$ cat src/rtl/spike_ingress_arbiter_pkg.sv
// Shared types and helpers for the SNN spike ingress path.
package snn_pkg;

    localparam int unsigned SNN_ADDR_WIDTH = 14;

    typedef enum logic {
        TS_RUN   = 1'b0,
        TS_DRAIN = 1'b1
    } ts_state_t;

    // Smallest r with 2**r >= value.
    function automatic int unsigned clog2(input int unsigned value);
        int unsigned result;
        result = 0;
        for (int unsigned i = 0; i < 32; i++) begin
            if ((33'd1 << i) < 33'(value)) result = i + 1;
        end
        return result;
    endfunction

endpackage

$ cat src/rtl/spike_ingress_arbiter_if.sv
// Handshake bundle of the spike ingress arbiter: per-channel event inputs and the merged output stream.
interface spike_ingress_arbiter_if
    import snn_pkg::*;
#(
    parameter int unsigned NUM_CH     = 4,
    parameter int unsigned ADDR_WIDTH = SNN_ADDR_WIDTH
);
    localparam int unsigned CH_W = clog2(NUM_CH);

    logic [NUM_CH-1:0]            i_ch_valid;
    logic [NUM_CH*ADDR_WIDTH-1:0] i_ch_addr;
    logic [NUM_CH-1:0]            o_ch_ready;
    logic                         o_out_valid;
    logic [ADDR_WIDTH-1:0]        o_out_addr;
    logic [CH_W-1:0]              o_out_ch;
    logic                         i_out_ready;

    modport slave (
        input  i_ch_valid, i_ch_addr, i_out_ready,
        output o_ch_ready, o_out_valid, o_out_addr, o_out_ch
    );

    modport master (
        output i_ch_valid, i_ch_addr, i_out_ready,
        input  o_ch_ready, o_out_valid, o_out_addr, o_out_ch
    );

endinterface

$ cat src/rtl/spike_ingress_arbiter_ch_fifo.sv
// Per-channel spike address FIFO with registered full/empty flags.
module spike_ch_fifo #(
    parameter int unsigned WIDTH = 14,
    parameter int unsigned DEPTH = 16
) (
    input  logic             clk,
    input  logic             rst,
    input  logic             i_push,
    input  logic [WIDTH-1:0] i_data,
    input  logic             i_pop,
    output logic [WIDTH-1:0] o_data,
    output logic             o_full,
    output logic             o_empty
);
    localparam int unsigned PTR_W = (DEPTH > 1) ? $clog2(DEPTH) : 1;
    localparam logic [PTR_W:0] FULL_CNT = (PTR_W + 1)'(DEPTH);

    logic [WIDTH-1:0] r_mem [DEPTH];
    logic [PTR_W-1:0] r_wr_ptr;
    logic [PTR_W-1:0] r_rd_ptr;
    logic [PTR_W:0]   r_count;
    logic [PTR_W:0]   w_count_nxt;
    logic             r_full;
    logic             r_empty;
    logic             w_do_push;
    logic             w_do_pop;

    // A push into a full FIFO is only taken when the same cycle frees a slot.
    assign w_do_pop  = i_pop & ~r_empty;
    assign w_do_push = i_push & (~r_full | w_do_pop);

    always_comb begin
        w_count_nxt = r_count;
        if (w_do_push && !w_do_pop) begin
            w_count_nxt = r_count + 1'b1;
        end else if (w_do_pop && !w_do_push) begin
            w_count_nxt = r_count - 1'b1;
        end
    end

    always_ff @(posedge clk or posedge rst) begin
        if (rst) begin
            r_wr_ptr <= '0;
            r_rd_ptr <= '0;
            r_count  <= '0;
            r_full   <= 1'b0;
            r_empty  <= 1'b1;
        end else begin
            if (w_do_push) r_wr_ptr <= r_wr_ptr + 1'b1;
            if (w_do_pop)  r_rd_ptr <= r_rd_ptr + 1'b1;
            r_count <= w_count_nxt;
            r_full  <= (w_count_nxt == FULL_CNT);
            r_empty <= (w_count_nxt == '0);
        end
    end

    always_ff @(posedge clk) begin
        if (w_do_push) r_mem[r_wr_ptr] <= i_data;
    end

    assign o_data  = r_mem[r_rd_ptr];
    assign o_full  = r_full;
    assign o_empty = r_empty;

endmodule

$ cat src/rtl/spike_ingress_arbiter.sv
// Multi-channel spike ingress: per-channel FIFOs, base relocation, round-robin merge,
// timestep-boundary drain and a saturating drop counter for lossy operation.
module spike_ingress_arbiter
    import snn_pkg::*;
#(
    parameter int unsigned NUM_CH       = 4,
    parameter int unsigned ADDR_WIDTH   = SNN_ADDR_WIDTH,
    parameter int unsigned FIFO_DEPTH   = 16,
    parameter int unsigned CNT_WIDTH    = 16,
    parameter int unsigned DROP_ON_FULL = 0
) (
    input  logic                         clk,
    input  logic                         rst,
    spike_ingress_arbiter_if.slave       io_bus,
    input  logic [NUM_CH*ADDR_WIDTH-1:0] i_ch_base,
    input  logic                         i_ts_end,
    output logic                         o_ts_done,
    output logic [CNT_WIDTH-1:0]         o_drop_cnt,
    input  logic                         i_clr_drop
);
    localparam int unsigned CH_W  = clog2(NUM_CH);
    localparam int unsigned POP_W = clog2(NUM_CH + 1);
    localparam bit          LOSSY = (DROP_ON_FULL != 0);

    ts_state_t             r_state;
    ts_state_t             w_state_nxt;
    logic [NUM_CH-1:0]     w_full;
    logic [NUM_CH-1:0]     w_empty;
    logic [NUM_CH-1:0]     w_push;
    logic [NUM_CH-1:0]     w_pop;
    logic [NUM_CH-1:0]     w_drop;
    logic [NUM_CH-1:0]     w_ready;
    logic [ADDR_WIDTH-1:0] w_fifo_data [NUM_CH];
    logic [ADDR_WIDTH-1:0] w_base [NUM_CH];
    logic [ADDR_WIDTH-1:0] w_reloc;
    logic [CH_W-1:0]       r_rr_start;
    logic [CH_W-1:0]       w_grant_ch;
    logic [CH_W-1:0]       w_idx_ch;
    int unsigned           w_idx;
    logic                  w_grant_vld;
    logic                  w_load;
    logic                  w_drained;
    logic                  r_out_valid;
    logic [ADDR_WIDTH-1:0] r_out_addr;
    logic [CH_W-1:0]       r_out_ch;
    logic [CNT_WIDTH-1:0]  r_drop_cnt;
    logic [CNT_WIDTH:0]    w_drop_sum;
    logic [POP_W-1:0]      w_drop_pop;

    for (genvar k = 0; k < NUM_CH; k++) begin : g_ch
        assign w_base[k] = i_ch_base[k*ADDR_WIDTH +: ADDR_WIDTH];

        spike_ch_fifo #(
            .WIDTH (ADDR_WIDTH),
            .DEPTH (FIFO_DEPTH)
        ) u_fifo (
            .clk     (clk),
            .rst     (rst),
            .i_push  (w_push[k]),
            .i_data  (io_bus.i_ch_addr[k*ADDR_WIDTH +: ADDR_WIDTH]),
            .i_pop   (w_pop[k]),
            .o_data  (w_fifo_data[k]),
            .o_full  (w_full[k]),
            .o_empty (w_empty[k])
        );
    end

    // Ready is zero outside RUN, so a full channel can only drop in lossy RUN.
    assign w_push = io_bus.i_ch_valid & w_ready & ~w_full;
    assign w_drop = io_bus.i_ch_valid & w_ready & w_full;

    assign w_load    = ~r_out_valid | io_bus.i_out_ready;
    assign w_drained = (&w_empty) & w_load;

    // Round-robin search beginning at the channel after the last grant.
    always_comb begin
        w_grant_vld = 1'b0;
        w_grant_ch  = '0;
        w_idx       = 0;
        w_idx_ch    = '0;
        for (int unsigned i = 0; i < NUM_CH; i++) begin
            w_idx = 32'(r_rr_start) + i;
            if (w_idx >= NUM_CH) w_idx = w_idx - NUM_CH;
            w_idx_ch = w_idx[CH_W-1:0];
            if (!w_grant_vld && !w_empty[w_idx_ch]) begin
                w_grant_vld = 1'b1;
                w_grant_ch  = w_idx_ch;
            end
        end
    end

    always_comb begin
        w_pop = '0;
        if (w_load && w_grant_vld) w_pop[w_grant_ch] = 1'b1;
    end

    assign w_reloc = w_fifo_data[w_grant_ch] + w_base[w_grant_ch];

    always_ff @(posedge clk or posedge rst) begin
        if (rst) begin
            r_out_valid <= 1'b0;
            r_out_addr  <= '0;
            r_out_ch    <= '0;
            r_rr_start  <= '0;
        end else if (w_load) begin
            r_out_valid <= w_grant_vld;
            if (w_grant_vld) begin
                r_out_addr <= w_reloc;
                r_out_ch   <= w_grant_ch;
                r_rr_start <= (32'(w_grant_ch) == NUM_CH - 1) ? '0 : w_grant_ch + 1'b1;
            end
        end
    end

    always_ff @(posedge clk or posedge rst) begin
        if (rst) r_state <= TS_RUN;
        else     r_state <= w_state_nxt;
    end

    always_comb begin
        w_state_nxt = r_state;
        case (r_state)
            TS_RUN:   if (i_ts_end)  w_state_nxt = TS_DRAIN;
            TS_DRAIN: if (w_drained) w_state_nxt = TS_RUN;
            default:                 w_state_nxt = TS_RUN;
        endcase
    end

    always_comb begin
        w_ready   = '0;
        o_ts_done = 1'b0;
        if (!rst && r_state == TS_RUN) w_ready = LOSSY ? '1 : ~w_full;
        if (r_state == TS_DRAIN) o_ts_done = w_drained;
    end

    // Clear reloads with this cycle's drops so nothing is lost across a clear.
    always_comb begin
        w_drop_pop = '0;
        for (int unsigned k = 0; k < NUM_CH; k++) begin
            w_drop_pop = w_drop_pop + POP_W'(w_drop[k]);
        end
        w_drop_sum = (i_clr_drop ? '0 : {1'b0, r_drop_cnt}) + (CNT_WIDTH + 1)'(w_drop_pop);
    end

    always_ff @(posedge clk or posedge rst) begin
        if (rst) r_drop_cnt <= '0;
        else     r_drop_cnt <= w_drop_sum[CNT_WIDTH] ? '1 : w_drop_sum[CNT_WIDTH-1:0];
    end

    assign io_bus.o_ch_ready  = w_ready;
    assign io_bus.o_out_valid = r_out_valid;
    assign io_bus.o_out_addr  = r_out_addr;
    assign io_bus.o_out_ch    = r_out_ch;
    assign o_drop_cnt         = r_drop_cnt;

endmodule

$ cat src/flat_wrapper.sv
// flat-port wrapper written by rule: the top's interface ports become plain ports
module spike_ingress_arbiter_flat import snn_pkg::*;
#(
    parameter int unsigned NUM_CH       = 4,
    parameter int unsigned ADDR_WIDTH   = SNN_ADDR_WIDTH,
    parameter int unsigned FIFO_DEPTH   = 16,
    parameter int unsigned CNT_WIDTH    = 16,
    parameter int unsigned DROP_ON_FULL = 0
)
  (clk, rst, i_ch_base, i_ts_end, o_ts_done, o_drop_cnt, i_clr_drop, io_bus_i_ch_valid, io_bus_i_ch_addr, io_bus_i_out_ready, io_bus_o_ch_ready, io_bus_o_out_valid, io_bus_o_out_addr, io_bus_o_out_ch);
  spike_ingress_arbiter_if #(.NUM_CH(NUM_CH), .ADDR_WIDTH(ADDR_WIDTH)) io_bus_i ();
  input  logic clk;
  input  logic rst;
  input  logic [NUM_CH*ADDR_WIDTH-1:0] i_ch_base;
  input  logic i_ts_end;
  output logic o_ts_done;
  output logic [CNT_WIDTH-1:0] o_drop_cnt;
  input  logic i_clr_drop;
  input wire logic [$bits(io_bus_i.i_ch_valid)-1:0] io_bus_i_ch_valid;
  input wire logic [$bits(io_bus_i.i_ch_addr)-1:0] io_bus_i_ch_addr;
  input wire logic [$bits(io_bus_i.i_out_ready)-1:0] io_bus_i_out_ready;
  output wire logic [$bits(io_bus_i.o_ch_ready)-1:0] io_bus_o_ch_ready;
  output wire logic [$bits(io_bus_i.o_out_valid)-1:0] io_bus_o_out_valid;
  output wire logic [$bits(io_bus_i.o_out_addr)-1:0] io_bus_o_out_addr;
  output wire logic [$bits(io_bus_i.o_out_ch)-1:0] io_bus_o_out_ch;
  assign io_bus_i.i_ch_valid = io_bus_i_ch_valid;
  assign io_bus_i.i_ch_addr = io_bus_i_ch_addr;
  assign io_bus_i.i_out_ready = io_bus_i_out_ready;
  assign io_bus_o_ch_ready = io_bus_i.o_ch_ready;
  assign io_bus_o_out_valid = io_bus_i.o_out_valid;
  assign io_bus_o_out_addr = io_bus_i.o_out_addr;
  assign io_bus_o_out_ch = io_bus_i.o_out_ch;
  spike_ingress_arbiter #(.NUM_CH(NUM_CH), .ADDR_WIDTH(ADDR_WIDTH), .FIFO_DEPTH(FIFO_DEPTH), .CNT_WIDTH(CNT_WIDTH), .DROP_ON_FULL(DROP_ON_FULL)) u_core (.clk(clk), .rst(rst), .io_bus(io_bus_i), .i_ch_base(i_ch_base), .i_ts_end(i_ts_end), .o_ts_done(o_ts_done), .o_drop_cnt(o_drop_cnt), .i_clr_drop(i_clr_drop));
endmodule
$ cat config.mk
export PLATFORM = sky130hd
export DESIGN_NAME = spike_ingress_arbiter_flat
export DESIGN_NICKNAME = d
export VERILOG_FILES = /design/src/rtl/spike_ingress_arbiter_pkg.sv /design/src/rtl/spike_ingress_arbiter_if.sv /design/src/rtl/spike_ingress_arbiter_ch_fifo.sv /design/src/rtl/spike_ingress_arbiter.sv /design/src/flat_wrapper.sv
export SDC_FILE = /design/constraint.sdc
export NUM_CORES = 1
export LEC_CHECK = 0
export CORE_MARGIN = 2
export CORE_UTILIZATION = 65
export DETAILED_ROUTE_END_ITERATION = 10
export GPL_ROUTABILITY_DRIVEN = 0
export PLACE_DENSITY = 0.91
export SLEW_MARGIN = 20
export SYNTH_ARGS = -nofsm -noshare
export SYNTH_HDL_FRONTEND = slang
export SYNTH_HIERARCHICAL = 1
export SYNTH_SLANG_ARGS = --single-unit
$ cat constraint.sdc
create_clock -name clk -period 11.5 [get_ports clk]
set_input_delay 3.45 -clock clk [delete_from_list [all_inputs] [get_ports clk]]
set_output_delay 3.45 -clock clk [all_outputs]
set_load 0.1 [all_outputs]
==> summary.txt <==
Clock tree
  – H-tree Lvls: 3
  – Post-CTS Resized: 0
  – Hold_buf cts: 0
  – Deepest clock path buffer count: 3
  – Clk_lat worst skew: 0.65 ns
  – CTS clk-pin slew, worst paths: 0.06 ns
  – Buffer count from post-CTS setup fixing: 0
  – Clock sinks: 992
  – CTS tree: built
  – Clock Tree Root: clkbuf_16
  – TritonCTS buffer count: 93

Detailed routing
  – Vias per inst: 6.862
  – Via count of the routed design: 23,020
  – DRC violation count after routing: 0
  – Post-route ant nets: 0
  – Routed length per placed instance: 29.19 µm
  – Final wirelength: 97.94 mm
  – 1st-iter DRT viols: 2,807
  – TritonRoute pass-1 iters: 6

Yosys
  – Main synth FF type: edfxtp_1
  – Synth cell types: 78
  – Synthesized area: 41,280 µm²
  – Synth warn: 6
  – Post-synthesis sequential area ratio: 71.02%
  – Async set-reset flop share out of synthesis: 9.677%
  – Synthesis-stage register bit count: 992
  – Avg Cell Area, Syn: 18.26 µm²
  – Post-synthesis cell count: 2,260
  – Post-synth EDFFs: 896

Worst setup path
  – Critical path fanouts, max: 9
  – Element type at the critical path end: primary output
  – Internal reg-to-reg setup slack: 5.84 ns
  – Worst setup path end: io_bus_o_ch_ready[2]
  – Required time worst endpoint: 8.05 ns
  – R2r worst-path depth: 15
  – CP Launch Type: primary input
  – FF-to-FF End: u_core/io_bus.o_out_addr[7]
  – CP arrival: 6.11 ns
  – Worst R2R Start: u_core/g_ch[2].u_fifo/r_rd_ptr[0]
  – Worst setup path start: rst
  – Critical Setup Path Class: in2out

GRT
  – Global-route wire length before repair: 145.5 mm
  – Largest net degree at the start of global routing: 58
  – Initial antenna violation count: 0
  – Grt total ovfl: 0
  – GRT Total Usage: 29.98%
  – Vias in the first global route: 23,410

Timing
  – Final Critical Period: 9.562 ns
  – Setup TNS: 0 ns
  – Transition time of the tightest slew-check pin: 1.109 ns
  – WHS: 0.4733 ns
  – Slew Viols, Final: 0
  – Post-layout worst setup margin: 1.938 ns
  – Setup violators final: 0
  – Normalized max-slew margin: 24.12%
  – Final hold vios: 0
  – Max Clk Rate: 104.6 MHz
  – Fin Clk Skew: 0.01868 ns
  – Final Cycle Share: 83.15%
  – RSZ-0062 raised after global routing: false

Floorplan
  – Die width: 256 µm
  – Die height: 256 µm
  – Initial Util: 65.56%
  – Io pins: 159
  – Core Region: 62,970 µm²
  – Die area: 65,540 µm²
  – Row count: 92

Placement
  – DP Worst Slack: 1.893 ns
  – Placed Instances: 3,183
  – Hpwl dp: 59.08 mm
  – Number of port buffers: 158

Power and ir drop
  – Worst vdd ir: 0.3220 mV
  – Pwr Density: 257.3 nW/µm²
  – Lkg Pwr: 15.56 nW

Min path
  – Min-Delay Path Class: reg2reg

Run
  – Maxcap violations: 0

Status
  – Status: complete, no violations

Cells and area
  – Share of layout cells above drive strength 1: 16.98%
  – Post-layout instance count excluding filler cells: 3,355
  – Area growth, synth to finish: 12.89%
  – Number of diodes: 0
  – Final nets: 2,603
-- layer usage --
metal | vias to the layer above | global-route usage [%] | part of all wire, %
met4 | 0 | 14.31 | 4.9
met3 | 313 | 7.853 | 10
met5 | - | 0 | 0
met2 | 1545 | 48.59 | 49
met1 | 11790 | 38.35 | 35
li1 | 9374 | - | -
-- Yosys cell counts, drive strengths merged, types with 30 or more instances --
library cell  instances  share of area, %
a211oi               60               1.1
a21oi                68              0.83
and3                 47              0.71
buf                  81               1.6
clkbuf               40              0.37
dfrtp                92               5.6
edfxtp              896                65
ha                   46               1.4
inv                  30              0.27
mux2i                58               1.4
mux4                224                12
nand2               178               1.6
nor2                 38              0.35
nor2b                71               1.1
o21ai                36              0.44
xnor2                42              0.89
-- power by group --
group	switching, W	leakage [nW]	total, W	internal, W
clock network	0.00131	1.50	0.00310	0.00179
logic	0.00279	4.84	0.00454	0.00175
registers	0.000283	9.22	0.00435	0.00407
-- per-stage QoR --
stage               utilization (%)  cell area (µm²)  total power (W)
floorplan                         -            41290         0.007540
global placement              69.08            43500         0.008443
detailed placement            69.12            43520         0.008660
CTS                           74.00            46590          0.01185
global route                  74.01            46600          0.01236
finish                        74.01            46600          0.01199
-- worst max-delay path, stage by stage --
cell and delay (ns):
clkdlybuf4s50_1 0.78, nor3_1 0.63, clkdlybuf4s50_1 1.25
-- sequential cells by signal (all words and copies together), names as in the netlist --
name / cells
u_core/r_state: 1
u_core/g_ch.u_fifo/r_wr_ptr: 16
u_core/io_bus.o_out_valid: 1
u_core/g_ch.u_fifo/r_count: 20
u_core/g_ch.u_fifo/o_full: 4
u_core/r_rr_start: 2
u_core/o_drop_cnt: 16
u_core/g_ch.u_fifo/o_empty: 4
u_core/io_bus.o_out_ch: 2
u_core/g_ch.u_fifo/r_rd_ptr: 16
u_core/g_ch.u_fifo/r_mem: 896
u_core/io_bus.o_out_addr: 14
-- cell families (layout without fill, tap and decap cells) --
| family | after synthesis | after routing | share of synthesized area [%] |
|---|---|---|---|
| adders and majority gates | 50 | 50 | 1.588 |
| AOI/OAI and AO/OA | 244 | 244 | 3.916 |
| muxes | 285 | 285 | 13.96 |
| xor gates and xnor gates | 57 | 57 | 1.209 |
| DFF | 992 | 992 | 71.02 |
| other | 1 | 4 | 0.009085 |
| buffers and inverters | 151 | 397 | 2.216 |
| and+or+nand+nor | 480 | 480 | 6.090 |
-- cell type report --
type                       count  area [µm²]
sequential                   992       29340
clock buffer                 127        2569
tap                          846        1059
timing repair buffer         195        1854
multi-input combinational   1120       11160
inverter                      30       112.6
fill                        3335       16370
clock inverter                45       504.2
-- layout by cell type, fill, tap and decap left out, types with 23 or more instances in the layout --
cell,count
ha_1,46
a211oi_1,56
nor2b_1,71
mux4_2,197
clkbuf_1,26
nand2_1,178
buf_4,37
edfxtp_1,896
mux2i_1,58
nor2_1,37
clkbuf_16,96
o21ai_0,33
a21oi_1,67
and2_1,23
a31oi_1,26
mux4_1,27
xnor2_1,42
dfrtp_1,80
clkdlybuf4s50_1,157
inv_1,27
and3_1,47
-- worst min-delay path by stage --
stage | from | endpoint | slack, ns | cells past startpoint
2_1_floorplan | u_core/g_ch[1].u_fifo/r_count[4] | u_core/g_ch[1].u_fifo/r_count[4] | 0.45 | 1
3_3_place_gp | u_core/g_ch[3].u_fifo/r_count[4] | u_core/g_ch[3].u_fifo/r_count[4] | 0.46 | 1
3_5_place_dp | u_core/g_ch[3].u_fifo/r_count[4] | u_core/g_ch[3].u_fifo/r_count[4] | 0.46 | 1
4_1_cts | u_core/g_ch[3].u_fifo/r_count[4] | u_core/g_ch[3].u_fifo/r_count[4] | 0.47 | 1
5_1_grt | u_core/g_ch[3].u_fifo/r_count[4] | u_core/g_ch[3].u_fifo/r_count[4] | 0.49 | 1
6_report | u_core/g_ch[3].u_fifo/r_count[4] | u_core/g_ch[3].u_fifo/r_count[4] | 0.47 | 1
Power figures use the tool's default switching activity.
